## config.mk

```make
export PLATFORM = sky130hd
export DESIGN_NAME = execute_muldiv
export DESIGN_NICKNAME = d
export VERILOG_FILES = /design/src/rtl/riscv_pkg.sv /design/src/rtl/muldiv_iter.sv /design/src/rtl/execute_muldiv.sv
export SDC_FILE = /design/constraint.sdc
export NUM_CORES = 1
export LEC_CHECK = 0
export CAP_MARGIN = 20
export CORE_MARGIN = 4
export CORE_UTILIZATION = 40
export DETAILED_ROUTE_END_ITERATION = 12
export MAX_ROUTING_LAYER = met4
export SYNTH_ARGS = -nofsm -noshare
export SYNTH_HDL_FRONTEND = slang
export SYNTH_SLANG_ARGS = --single-unit
```

## constraint.sdc

```tcl
create_clock -name clk -period 8.01 [get_ports clk]
set_clock_uncertainty 0.2 [all_clocks]
set_input_delay 1.602 -clock clk [delete_from_list [all_inputs] [get_ports clk]]
set_output_delay 1.602 -clock clk [all_outputs]
set_load 0.005 [all_outputs]
```

## src/rtl/riscv_pkg.sv

```systemverilog
// ---------------------------------------------------------------------------
// riscv_pkg
// Shared definitions for the RV32 M-extension execute unit:
//   XLEN            - datapath width
//   mdOpE           - funct3 encodings of the eight M-extension operations
//   mdStateE        - state encoding of the multiply/divide sequencer
//   DIV_BY_ZERO_Q   - quotient returned for a zero divisor
//   INT_MIN         - most negative XLEN-bit integer (signed overflow case)
// ---------------------------------------------------------------------------
package riscv_pkg;

    localparam int XLEN = 32;

    typedef enum logic [2:0] {
        F3_MUL    = 3'b000,
        F3_MULH   = 3'b001,
        F3_MULHSU = 3'b010,
        F3_MULHU  = 3'b011,
        F3_DIV    = 3'b100,
        F3_DIVU   = 3'b101,
        F3_REM    = 3'b110,
        F3_REMU   = 3'b111
    } mdOpE;

    typedef enum logic [1:0] {
        IDLE = 2'd0,
        CALC = 2'd1,
        DONE = 2'd2
    } mdStateE;

    localparam logic [XLEN-1:0] DIV_BY_ZERO_Q = 32'hFFFF_FFFF;
    localparam logic [XLEN-1:0] INT_MIN       = 32'h8000_0000;

    // Two's-complement negate when neg is set; used for magnitudes and for
    // restoring the sign of results.
    function automatic logic [XLEN-1:0] condNeg(input logic [XLEN-1:0] v,
                                                input logic            neg);
        return neg ? (~v + 32'd1) : v;
    endfunction

endpackage

```

## src/rtl/muldiv_iter.sv

```systemverilog
// ---------------------------------------------------------------------------
// muldiv_iter
// One combinational iteration of either an unsigned shift-add multiply or an
// unsigned restoring divide. The caller holds {hi, lo} and the operand in
// registers and feeds the outputs back once per cycle.
//   isDiv_i  in   1  1 = divide step, 0 = multiply step
//   hi_i     in  32  multiply: upper product half / divide: partial remainder
//   lo_i     in  32  multiply: multiplier shifting into lower product half
//                    divide:   dividend shifting out, quotient shifting in
//   opB_i    in  32  multiplicand or divisor magnitude
//   hi_o     out 32  next hi
//   lo_o     out 32  next lo
// ---------------------------------------------------------------------------
module muldiv_iter (
    input  logic        isDiv_i,
    input  logic [31:0] hi_i,
    input  logic [31:0] lo_i,
    input  logic [31:0] opB_i,
    output logic [31:0] hi_o,
    output logic [31:0] lo_o
);

    logic [32:0] mulSum;
    logic [32:0] shifted;
    logic        geDivisor;
    logic [31:0] trialRem;

    // Multiply: conditionally add the multiplicand into the top half, then
    // shift the 65-bit {carry, hi, lo} right so the next multiplier bit lands
    // in lo[0]. Divide: shift the remainder left pulling in the next dividend
    // bit; shifted can reach 33 bits, but whenever it is >= divisor the
    // difference is below the divisor, so 32-bit wrap-around arithmetic is
    // exact for the restored remainder.
    always_comb begin
        mulSum    = {1'b0, hi_i} + (lo_i[0] ? {1'b0, opB_i} : 33'd0);
        shifted   = {hi_i, lo_i[31]};
        geDivisor = (shifted >= {1'b0, opB_i});
        trialRem  = shifted[31:0] - opB_i;

        if (isDiv_i) begin
            hi_o = geDivisor ? trialRem : shifted[31:0];
            lo_o = {lo_i[30:0], geDivisor};
        end else begin
            hi_o = mulSum[32:1];
            lo_o = {mulSum[0], lo_i[31:1]};
        end
    end

endmodule

```

## src/rtl/execute_muldiv.sv

```systemverilog
// ---------------------------------------------------------------------------
// execute_muldiv
// Multi-cycle RV32M multiply/divide unit in the execute stage. Operands are
// captured as magnitudes, iterated 32 times through muldiv_iter, then the
// sign is restored and the requested half/quotient/remainder selected.
//   clk      in   1  rising-edge clock
//   rst_n    in   1  asynchronous active-low reset
//   startE   in   1  M-op present in execute (held while stalled)
//   flushE   in   1  synchronous kill of the in-flight operation
//   funct3E  in   3  operation select (mdOpE)
//   SrcAE    in  32  rs1 operand
//   SrcBE    in  32  rs2 operand
//   StallMD  out  1  freezes fetch/decode/execute while a result is pending
//   DoneMD   out  1  single-cycle pulse, ResultMD valid
//   ResultMD out 32  result, held until the next completed operation
// ---------------------------------------------------------------------------
module execute_muldiv
    import riscv_pkg::*;
(
    input  logic        clk,
    input  logic        rst_n,
    input  logic        startE,
    input  logic        flushE,
    input  logic [2:0]  funct3E,
    input  logic [31:0] SrcAE,
    input  logic [31:0] SrcBE,
    output logic        StallMD,
    output logic        DoneMD,
    output logic [31:0] ResultMD
);

    mdStateE     state_q,  state_d;
    logic [4:0]  count_q,  count_d;
    logic        served_q, served_d;
    mdOpE        op_q,     op_d;
    logic        neg_q,    neg_d;
    logic [31:0] hi_q,     hi_d;
    logic [31:0] lo_q,     lo_d;
    logic [31:0] opB_q,    opB_d;
    logic [31:0] result_q, result_d;

    logic        accept;
    logic        signA, signB;
    logic        negIn;
    logic        divZero, divOverflow;
    logic [31:0] magA, magB;
    logic [31:0] iterHi, iterLo;
    logic [63:0] prodSigned;
    logic [31:0] finalResult;

    muldiv_iter u_iter (
        .isDiv_i (op_q[2]),
        .hi_i    (hi_q),
        .lo_i    (lo_q),
        .opB_i   (opB_q),
        .hi_o    (iterHi),
        .lo_o    (iterLo)
    );

    // Operand decode at start time. Only operands that the op treats as
    // signed contribute a sign; MULHSU keeps rs2 unsigned. MUL needs no sign
    // handling because the low product half is sign-agnostic.
    always_comb begin
        signA = SrcAE[31] && (funct3E == F3_MULH || funct3E == F3_MULHSU ||
                              funct3E == F3_DIV  || funct3E == F3_REM);
        signB = SrcBE[31] && (funct3E == F3_MULH || funct3E == F3_DIV ||
                              funct3E == F3_REM);
        magA  = condNeg(SrcAE, signA);
        magB  = condNeg(SrcBE, signB);

        case (funct3E)
            F3_MULH:   negIn = signA ^ signB;
            F3_MULHSU: negIn = signA;
            F3_DIV:    negIn = signA ^ signB;
            F3_REM:    negIn = signA;
            default:   negIn = 1'b0;
        endcase

        divZero     = funct3E[2] && (SrcBE == 32'd0);
        divOverflow = (funct3E == F3_DIV || funct3E == F3_REM) &&
                      (SrcAE == INT_MIN) && (SrcBE == DIV_BY_ZERO_Q);
    end

    // A start is refused while the same instruction is still being held
    // after its result was delivered (served_q).
    assign accept = (state_q == IDLE) && startE && !flushE && !served_q;

    // neg_q means "negate the product" for multiplies, "negate the quotient"
    // for DIV and "negate the remainder" for REM; the two halves of {hi,lo}
    // are product halves or remainder/quotient depending on the op.
    always_comb begin
        prodSigned = {hi_q, lo_q};
        if (neg_q) begin
            prodSigned = ~{hi_q, lo_q} + 64'd1;
        end

        case (op_q)
            F3_MUL:                        finalResult = prodSigned[31:0];
            F3_MULH, F3_MULHSU, F3_MULHU:  finalResult = prodSigned[63:32];
            F3_DIV, F3_DIVU:               finalResult = condNeg(lo_q, neg_q);
            F3_REM, F3_REMU:               finalResult = condNeg(hi_q, neg_q);
            default:                       finalResult = 32'd0;
        endcase
    end

    always_comb begin
        state_d  = state_q;
        count_d  = count_q;
        op_d     = op_q;
        neg_d    = neg_q;
        hi_d     = hi_q;
        lo_d     = lo_q;
        opB_d    = opB_q;
        result_d = result_q;

        if (flushE || !startE) begin
            served_d = 1'b0;
        end else if (state_q == DONE) begin
            served_d = 1'b1;
        end else begin
            served_d = served_q;
        end

        case (state_q)
            IDLE: begin
                if (accept) begin
                    op_d    = mdOpE'(funct3E);
                    count_d = 5'd0;
                    opB_d   = magB;
                    // The two special divide cases preload the final
                    // quotient (lo) and remainder (hi) and bypass iteration.
                    if (divZero) begin
                        hi_d    = SrcAE;
                        lo_d    = DIV_BY_ZERO_Q;
                        neg_d   = 1'b0;
                        state_d = DONE;
                    end else if (divOverflow) begin
                        hi_d    = 32'd0;
                        lo_d    = INT_MIN;
                        neg_d   = 1'b0;
                        state_d = DONE;
                    end else begin
                        hi_d    = 32'd0;
                        lo_d    = magA;
                        neg_d   = negIn;
                        state_d = CALC;
                    end
                end
            end
            CALC: begin
                hi_d = iterHi;
                lo_d = iterLo;
                if (count_q == 5'd31) begin
                    state_d = DONE;
                end else begin
                    count_d = count_q + 5'd1;
                end
            end
            DONE: begin
                result_d = finalResult;
                state_d  = IDLE;
            end
            default: state_d = IDLE;
        endcase

        // A flush wins over everything, including the result update in DONE.
        if (flushE) begin
            state_d  = IDLE;
            count_d  = 5'd0;
            result_d = result_q;
        end
    end

    always_ff @(posedge clk or negedge rst_n) begin
        if (!rst_n) begin
            state_q  <= IDLE;
            count_q  <= 5'd0;
            served_q <= 1'b0;
            op_q     <= F3_MUL;
            neg_q    <= 1'b0;
            hi_q     <= 32'd0;
            lo_q     <= 32'd0;
            opB_q    <= 32'd0;
            result_q <= 32'd0;
        end else begin
            state_q  <= state_d;
            count_q  <= count_d;
            served_q <= served_d;
            op_q     <= op_d;
            neg_q    <= neg_d;
            hi_q     <= hi_d;
            lo_q     <= lo_d;
            opB_q    <= opB_d;
            result_q <= result_d;
        end
    end

    // The stall covers the start cycle itself (combinational on startE) and
    // is forced low while reset is held, even if startE stays high.
    assign StallMD  = rst_n && (accept || (state_q == CALC));
    assign DoneMD   = (state_q == DONE) && !flushE;
    assign ResultMD = DoneMD ? finalResult : result_q;

endmodule

```

==> results of run 1 <==
worst max-delay path: stages, from the launching register on:
cell and delay [ns]:
dfrtp_1 0.49, or4_1 0.54, or3_1 0.45, or3_1 0.49
nor2_1 0.76, a21oi_1 0.26, nor2b_1 0.20, xnor2_1 0.08
a221oi_1 0.34, o21ai_0 0.15, clkdlybuf4s50_1 0.48
stage by stage:
| step | cell area (sq um) | hold WS (ns) | cells | utilization (%) |
|---|---|---|---|---|
| 6_report | 15900 | 0.278 | 2314 | 45.9 |
| 3_5_place_dp | 15300 | 0.259 | 2281 | 44.2 |
| 3_3_place_gp | 15300 | 0.264 | 2281 | 44.2 |
| 4_1_cts | 15800 | 0.283 | 2313 | 45.8 |
| 5_1_grt | 15900 | 0.305 | 2314 | 45.9 |
| 2_1_floorplan | 14000 | 0.250 | 1830 | - |
state kept, by name (all words and copies together) (netlist names):
| name | cells |
|---|---|
| lo_q | 32 |
| hi_q | 32 |
| state_q | 2 |
| neg_q | 1 |
| op_q | 3 |
| result_q | 32 |
| count_q | 5 |
| served_q | 1 |
| opB_q | 32 |
synth_stat cells, drive strengths merged, types with 14 or more instances:
| cell type | instances |
|---|---|
| o22a | 23 |
| nand4 | 24 |
| a221oi | 14 |
| nor2 | 157 |
| or3 | 24 |
| a22oi | 19 |
| a31oi | 22 |
| mux2i | 44 |
| a21o | 35 |
| o21ai | 174 |
| xor2 | 91 |
| ha | 71 |
| dfrtp | 140 |
| o21a | 15 |
| a222oi | 20 |
| nor3 | 55 |
| o31ai | 26 |
| nor4 | 15 |
| clkbuf | 117 |
| inv | 67 |
| a21oi | 127 |
| nand2 | 193 |
| xnor2 | 80 |
| nand3 | 29 |
| o211ai | 16 |
| or4 | 24 |
| o22ai | 35 |
cells by family after synthesis:
kind of cell,count (synthesis),synth area share [%]
xor gates and xnor gates,171,10.7
muxes,47,3.39
DFF,140,25.1
and+or+nand+nor,592,20.4
buffers and inverters,197,5.48
AOI/OAI and AO/OA,610,28.3
adders and majority gates,73,6.64
worst paths after layout:
kind	from	end	slack [ns]
max	lo_q[6]	ResultMD[22]	1.51
min	result_q[7]	result_q[7]	0.28
max reg2reg	lo_q[0]	hi_q[27]	3.30
min reg2reg	result_q[7]	result_q[7]	0.28
max in group asynchronous	rst_n	op_q[2]	4.93
min in group asynchronous	rst_n	hi_q[31]	0.89
area by class of cell:
type	instances	share of cell area (%)
Timing Repair Buffer	127	7.71
Tap cell	455	3.59
Inverter	67	1.59
Clock inverter	13	0.734
Multi-Input combinational cell	1493	61.5
Clock buffer	19	2.79
Sequential cell	140	22.1
power by group through the flow:
stage	clock (uW)	combinational (uW)	sequential [uW]
after floorplan	0	2240	999
after global placement	0	2900	1280
after detailed placement	0	2910	1280
after CTS	809	2920	1270
after global routing	832	3260	1310
final	792	2990	1300
routing by layer:
layer,part of all wire [%],vias up,global-route usage (%)
met3,7.7,120,4.92
met5,0,-,-
met1,43,7094,38.9
li1,-,6797,-
met2,44,667,43.5
met4,4.8,0,12.7
==> results by group, run 1 <==
STA
  – Worst-margin pin slew: 1.10 ns
  – Period utilisation layout: 81.2%
  – Unrepaired setup endpoints after global routing: false
  – Final WS setup: 1.51 ns
  – Hold Fails Final Rpt: 0
  – Max-slew violations: 0
  – Setup violators final: 0
  – Tmin final: 6.50 ns
  – Max Clock Freq: 154 MHz
  – Worst slew margin: 25.6%
  – Setup TNS: 0 ns

Global routing
  – First-pass GRT wire length: 83700 um
  – Gr ovfl total: 0
  – Pin count of the biggest net entering global routing: 72
  – Gr usage total: 29.1%
  – Initial antenna violation count: 0
  – Vias in the first global route: 13718

Placement
  – HPWL Detailed: 42200 um
  – Setup slack at placement: 1.88 ns
  – IO Port Bufs: 104
  – RePlAce Congestion: 0.989

Cells and area
  – Fraction of layout cells with a size suffix above 1: 4.84%
  – Commonest non-fill, non-tap cell in the layout: nand2_1
  – Footprint of the multi-input gates: 0.00974 sq mm
  – Commonest non-fill, non-tap cells in the layout: nand2_1 (193), o21ai_0 (169), nor2_1 (154)
  – # diodes: 0
  – Nets: 1990
  – Area growth from synthesis to layout: 13.3%
  – Sequential cell area: 0.00351 sq mm
  – Fill count: 3495

Clock tree
  – CTS tree: done
  – Clk sinks: 140
  – Clk Latency, worst-skew pair: 0.46 ns
  – Num CTS Buffers: 17
  – CTS clk-pin slew, worst paths: 0.07 ns
  – Clk root buf: clkbuf_16
  – H-tree depth: 4
  – Post-CTS repair timing setup buffer count: 0
  – Clk buf depth: 2
  – Hold_buf cts: 0
  – Post_cts resized: 0

Yosys
  – Warnings from Yosys: 0
  – Net Count, Synth: 1974
  – Fraction of registers with async set/reset: 100%
  – Syn_area_per_cell: 7.64 sq um
  – Ys flop type: dfrtp_1
  – Top cells by area, synth: dfrtp_1 (25%), ha_1 (6.4%), o21ai_0 (6.1%)
  – Yosys top cell by area: dfrtp_1
  – Number of synthesized flops with an enable pin: 0
  – Synth Instances: 1830
  – Flops & latches, synth: 140
  – Post-Syn Area: 0.0140 sq mm
  – Sequential share of the synthesized area: 25.1%
  – Top cell type's share of synthesized area: 25.1%
  – Unique masters post-synth: 79

Floorplanning
  – Core Footprint: 0.0345 sq mm
  – Site row count: 68
  – Die area: 0.0380 sq mm
  – IO Pins: 105
  – Chip height: 195 um
  – Initial Util: 40.5%
  – Die width: 195 um

Job
  – Max_cap viols: 0

Route
  – DRC: 0
  – Via count: 14678
  – Post-route ant nets: 0
  – Via density: 6.34
  – Drt pass-1 iters: 6
  – Routed len/inst: 24.0 um
  – Drt total wl: 55500 um
  – Initial DRC Count: 1506

Pwr
  – Net Switching: 2610 uW
  – Leakage: 0.00653 uW
  – Int Power: 2470 uW
  – Sw Ratio: 51.4%
  – Register share of total power: 25.5%
  – Power share of the clock group: 15.6%
  – PD cells: 320 mW/mm^2
  – Logic pwr share: 58.9%
  – Peak VDD IR: 176 uV
  – Total Power: 5080 uW

Setup path
  – Crit-path max FO: 15
  – Worst Reg-to-Reg Cells: 13
  – Worst setup EP type: output port
  – CP required: 6.21 ns
  – Worst EP arrival: 4.70 ns
  – Crit Path Class: flop to output port
  – Startpoint types: flop

Min path
  – Hold Crit Depth: 2
  – HP Class: flop to flop

Outcome
  – Status: completed
(Power assumes the default switching activity.)
==> run 2, diff against run 1 <==
==> constraint.sdc (replaced) <==
create_clock -name clk -period 5.8 [get_ports clk]
set_clock_uncertainty 0.2 [all_clocks]
set_input_delay 1.16 -clock clk [delete_from_list [all_inputs] [get_ports clk]]
set_output_delay 1.16 -clock clk [all_outputs]
set_load 0.005 [all_outputs]
==> run 2 against run 1 <==
Routed wire length up 4.1%. Global-route usage increased by 1.4 points. Die area is the same. Hold slack got worse by 0.0036 ns. Critical endpoint is now ResultMD[11]. Highest routed layer unchanged.
==> results by group, run 2 (synthesized netlist as in run 1, its figures left out) <==
Route
  – Via density: 6.36 (was 6.34)
  – Via count: 14881 (was 14678)
  – DRC: 0 (unchanged)
  – Drt pass-1 iters: 6 (unchanged)
  – Post-route ant nets: 0 (unchanged)
  – Routed len/inst: 24.7 um (was 24.0 um)
  – Drt total wl: 57800 um (was 55500 um)
  – Initial DRC Count: 1453 (was 1506)

STA
  – Worst-margin pin slew: 1.12 ns (was 1.10 ns)
  – Worst slew margin: 25.1% (was 25.6%)
  – Unrepaired setup endpoints after global routing: false (unchanged)
  – Max-slew violations: 0 (unchanged)
  – Tmin final: 5.61 ns
  – Setup violators final: 0 (unchanged)
  – Final WS setup: 0.189 ns (was 1.51 ns)
  – Period utilisation layout: 96.7%
  – Hold Fails Final Rpt: 0 (unchanged)
  – Max Clock Freq: 178 MHz
  – Setup TNS: 0 ns (unchanged)

Cells and area
  – Commonest non-fill, non-tap cells in the layout: nand2_1 (193), o21ai_0 (169), nor2_1 (154) (unchanged)
  – # diodes: 0 (unchanged)
  – Fraction of layout cells with a size suffix above 1: 6.16% (was 4.84%)
  – Area growth from synthesis to layout: 15.0% (was 13.3%)
  – Final core utilization: 46.5% (was 45.9%)
  – Final Non-Filler Cells: 2339 (was 2314)
  – Nets: 2015 (was 1990)
  – Commonest non-fill, non-tap cell in the layout: nand2_1 (unchanged)

Setup path
  – Worst setup EP type: output port (unchanged)
  – Worst EP arrival: 4.25 ns (was 4.70 ns)
  – Crit Path Class: flop to output port (unchanged)
  – Startpoint types: flop (unchanged)
  – Crit-path max FO: 8 (was 15)
  – CP required: 4.44 ns (was 6.21 ns)

Clock tree
  – Clk buf depth: 2 (unchanged)
  – H-tree depth: 4 (unchanged)
  – Clk sinks: 140 (unchanged)
  – Hold_buf cts: 0 (unchanged)
  – Clk root buf: clkbuf_16 (unchanged)
  – Num CTS Buffers: 17 (unchanged)
  – Clk Latency, worst-skew pair: 0.46 ns (about the same)
  – CTS clk-pin slew, worst paths: 0.07 ns (about the same)
  – Post-CTS repair timing setup buffer count: 0 (unchanged)
  – CTS tree: done (unchanged)
  – Post_cts resized: 0 (unchanged)

Global routing
  – First-pass GRT wire length: 87400 um (was 83700 um)
  – Gr usage total: 30.5% (was 29.1%)
  – Gr ovfl total: 0 (unchanged)
  – Vias in the first global route: 14052 (was 13718)
  – Pin count of the biggest net entering global routing: 71 (was 72)
  – Initial antenna violation count: 0 (unchanged)

Floorplanning
  – Core Footprint: 0.0345 sq mm (unchanged)
  – Site row count: 68 (unchanged)
  – Die area: 0.0380 sq mm (unchanged)
  – IO Pins: 105 (unchanged)
  – Die width: 195 um (unchanged)
  – Chip height: 195 um (unchanged)
  – Initial Util: 40.5% (unchanged)

Placement
  – RePlAce Congestion: 0.990 (was 0.989)
  – HPWL Detailed: 44500 um (was 42200 um)
  – Setup slack at placement: 0.579 ns (was 1.88 ns)
  – Placed cell count: 2307 (was 2281)
  – IO Port Bufs: 104 (unchanged)

Min path
  – HP Class: flop to flop (unchanged)

Pwr
  – Total Power: 7200 uW (was 5080 uW)
  – Peak VDD IR: 287 uV (was 176 uV)
  – Leakage: 0.00667 uW (was 0.00653 uW)
  – PD cells: 448 mW/mm^2 (was 320 mW/mm^2)

Outcome
  – Status: completed (unchanged)

Job
  – Max_cap viols: 0 (unchanged)
## run 2: final cells by class
cell class                      count  area (sq um)
Fill cell                        3523         18500
Multi-Input combinational cell   1493          9740
Sequential cell                   140          3510
Timing Repair Buffer              152          1420
Tap cell                          455           569
Clock buffer                       20           467
Inverter                           67           251
Clock inverter                     12           125
## run 2: stage by stage
stage / instance area (sq um) / hold WS, ns
2_1_floorplan: 14000 / 0.250
3_3_place_gp: 15500 / 0.262
3_5_place_dp: 15500 / 0.264
4_1_cts: 16100 / 0.279
5_1_grt: 16100 / 0.301
6_report: 16100 / 0.274
## run 2: power by group
| part | switching, uW | leakage [uW] | total (uW) | internal [uW] |
|---|---|---|---|---|
| logic | 2720 | 0.00461 | 4390 | 1670 |
| registers | 494 | 0.00178 | 1680 | 1180 |
| clock network | 492 | 0.000283 | 1130 | 635 |
| total | 3710 | 0.00667 | 7200 | 3490 |
## run 2: worst max-delay path, cell delays in order (launching register included)
cell	delay (ns)
dfrtp_1	0.44
or4_1	0.58
or3_1	0.45
nor4_4	0.51
nand3_1	0.20
o21ai_0	0.37
mux2i_1	0.15
xor2_1	0.30
a21oi_1	0.14
nor2_1	0.13
clkdlybuf4s50_1	0.52
## run 2: final timing paths
| kind | slack [ns] | cells past startpoint | endpoint | from |
|---|---|---|---|---|
| worst min register to register | 0.27 | 2 | result_q[28] | result_q[28] |
| worst max-delay path | 0.19 | 10 | ResultMD[11] | lo_q[8] |
| worst max register to register | 0.93 | 11 | hi_q[23] | hi_q[11] |
| worst min-delay path | 0.27 | 2 | result_q[28] | result_q[28] |
| max in group asynchronous | 3.82 | 2 | neg_q | rst_n |
| min in group asynchronous | 0.42 | 1 | hi_q[15] | rst_n |
## run 2: layer usage
layer	GRT usage (%)	part of all wire [%]	wire length, um	up-vias
li1	-	-	-	6829
met1	39.3	42	24200	7167
met2	46.4	44	25700	728
met3	6.00	8.3	4810	157
met4	14.2	5.5	3160	0
met5	-	0	0	-
==> run 3, diff against run 2 <==
--- a/config.mk
+++ b/config.mk
@@ -9,6 +9,7 @@
 export CORE_MARGIN = 4
 export CORE_UTILIZATION = 40
 export DETAILED_ROUTE_END_ITERATION = 12
+export HOLD_SLACK_MARGIN = 0.06
 export MAX_ROUTING_LAYER = met4
 export SYNTH_ARGS = -nofsm -noshare
 export SYNTH_HDL_FRONTEND = slang
==> results of run 3 <==
No change in the layout: final DEF, timing and power equal those of run 2.
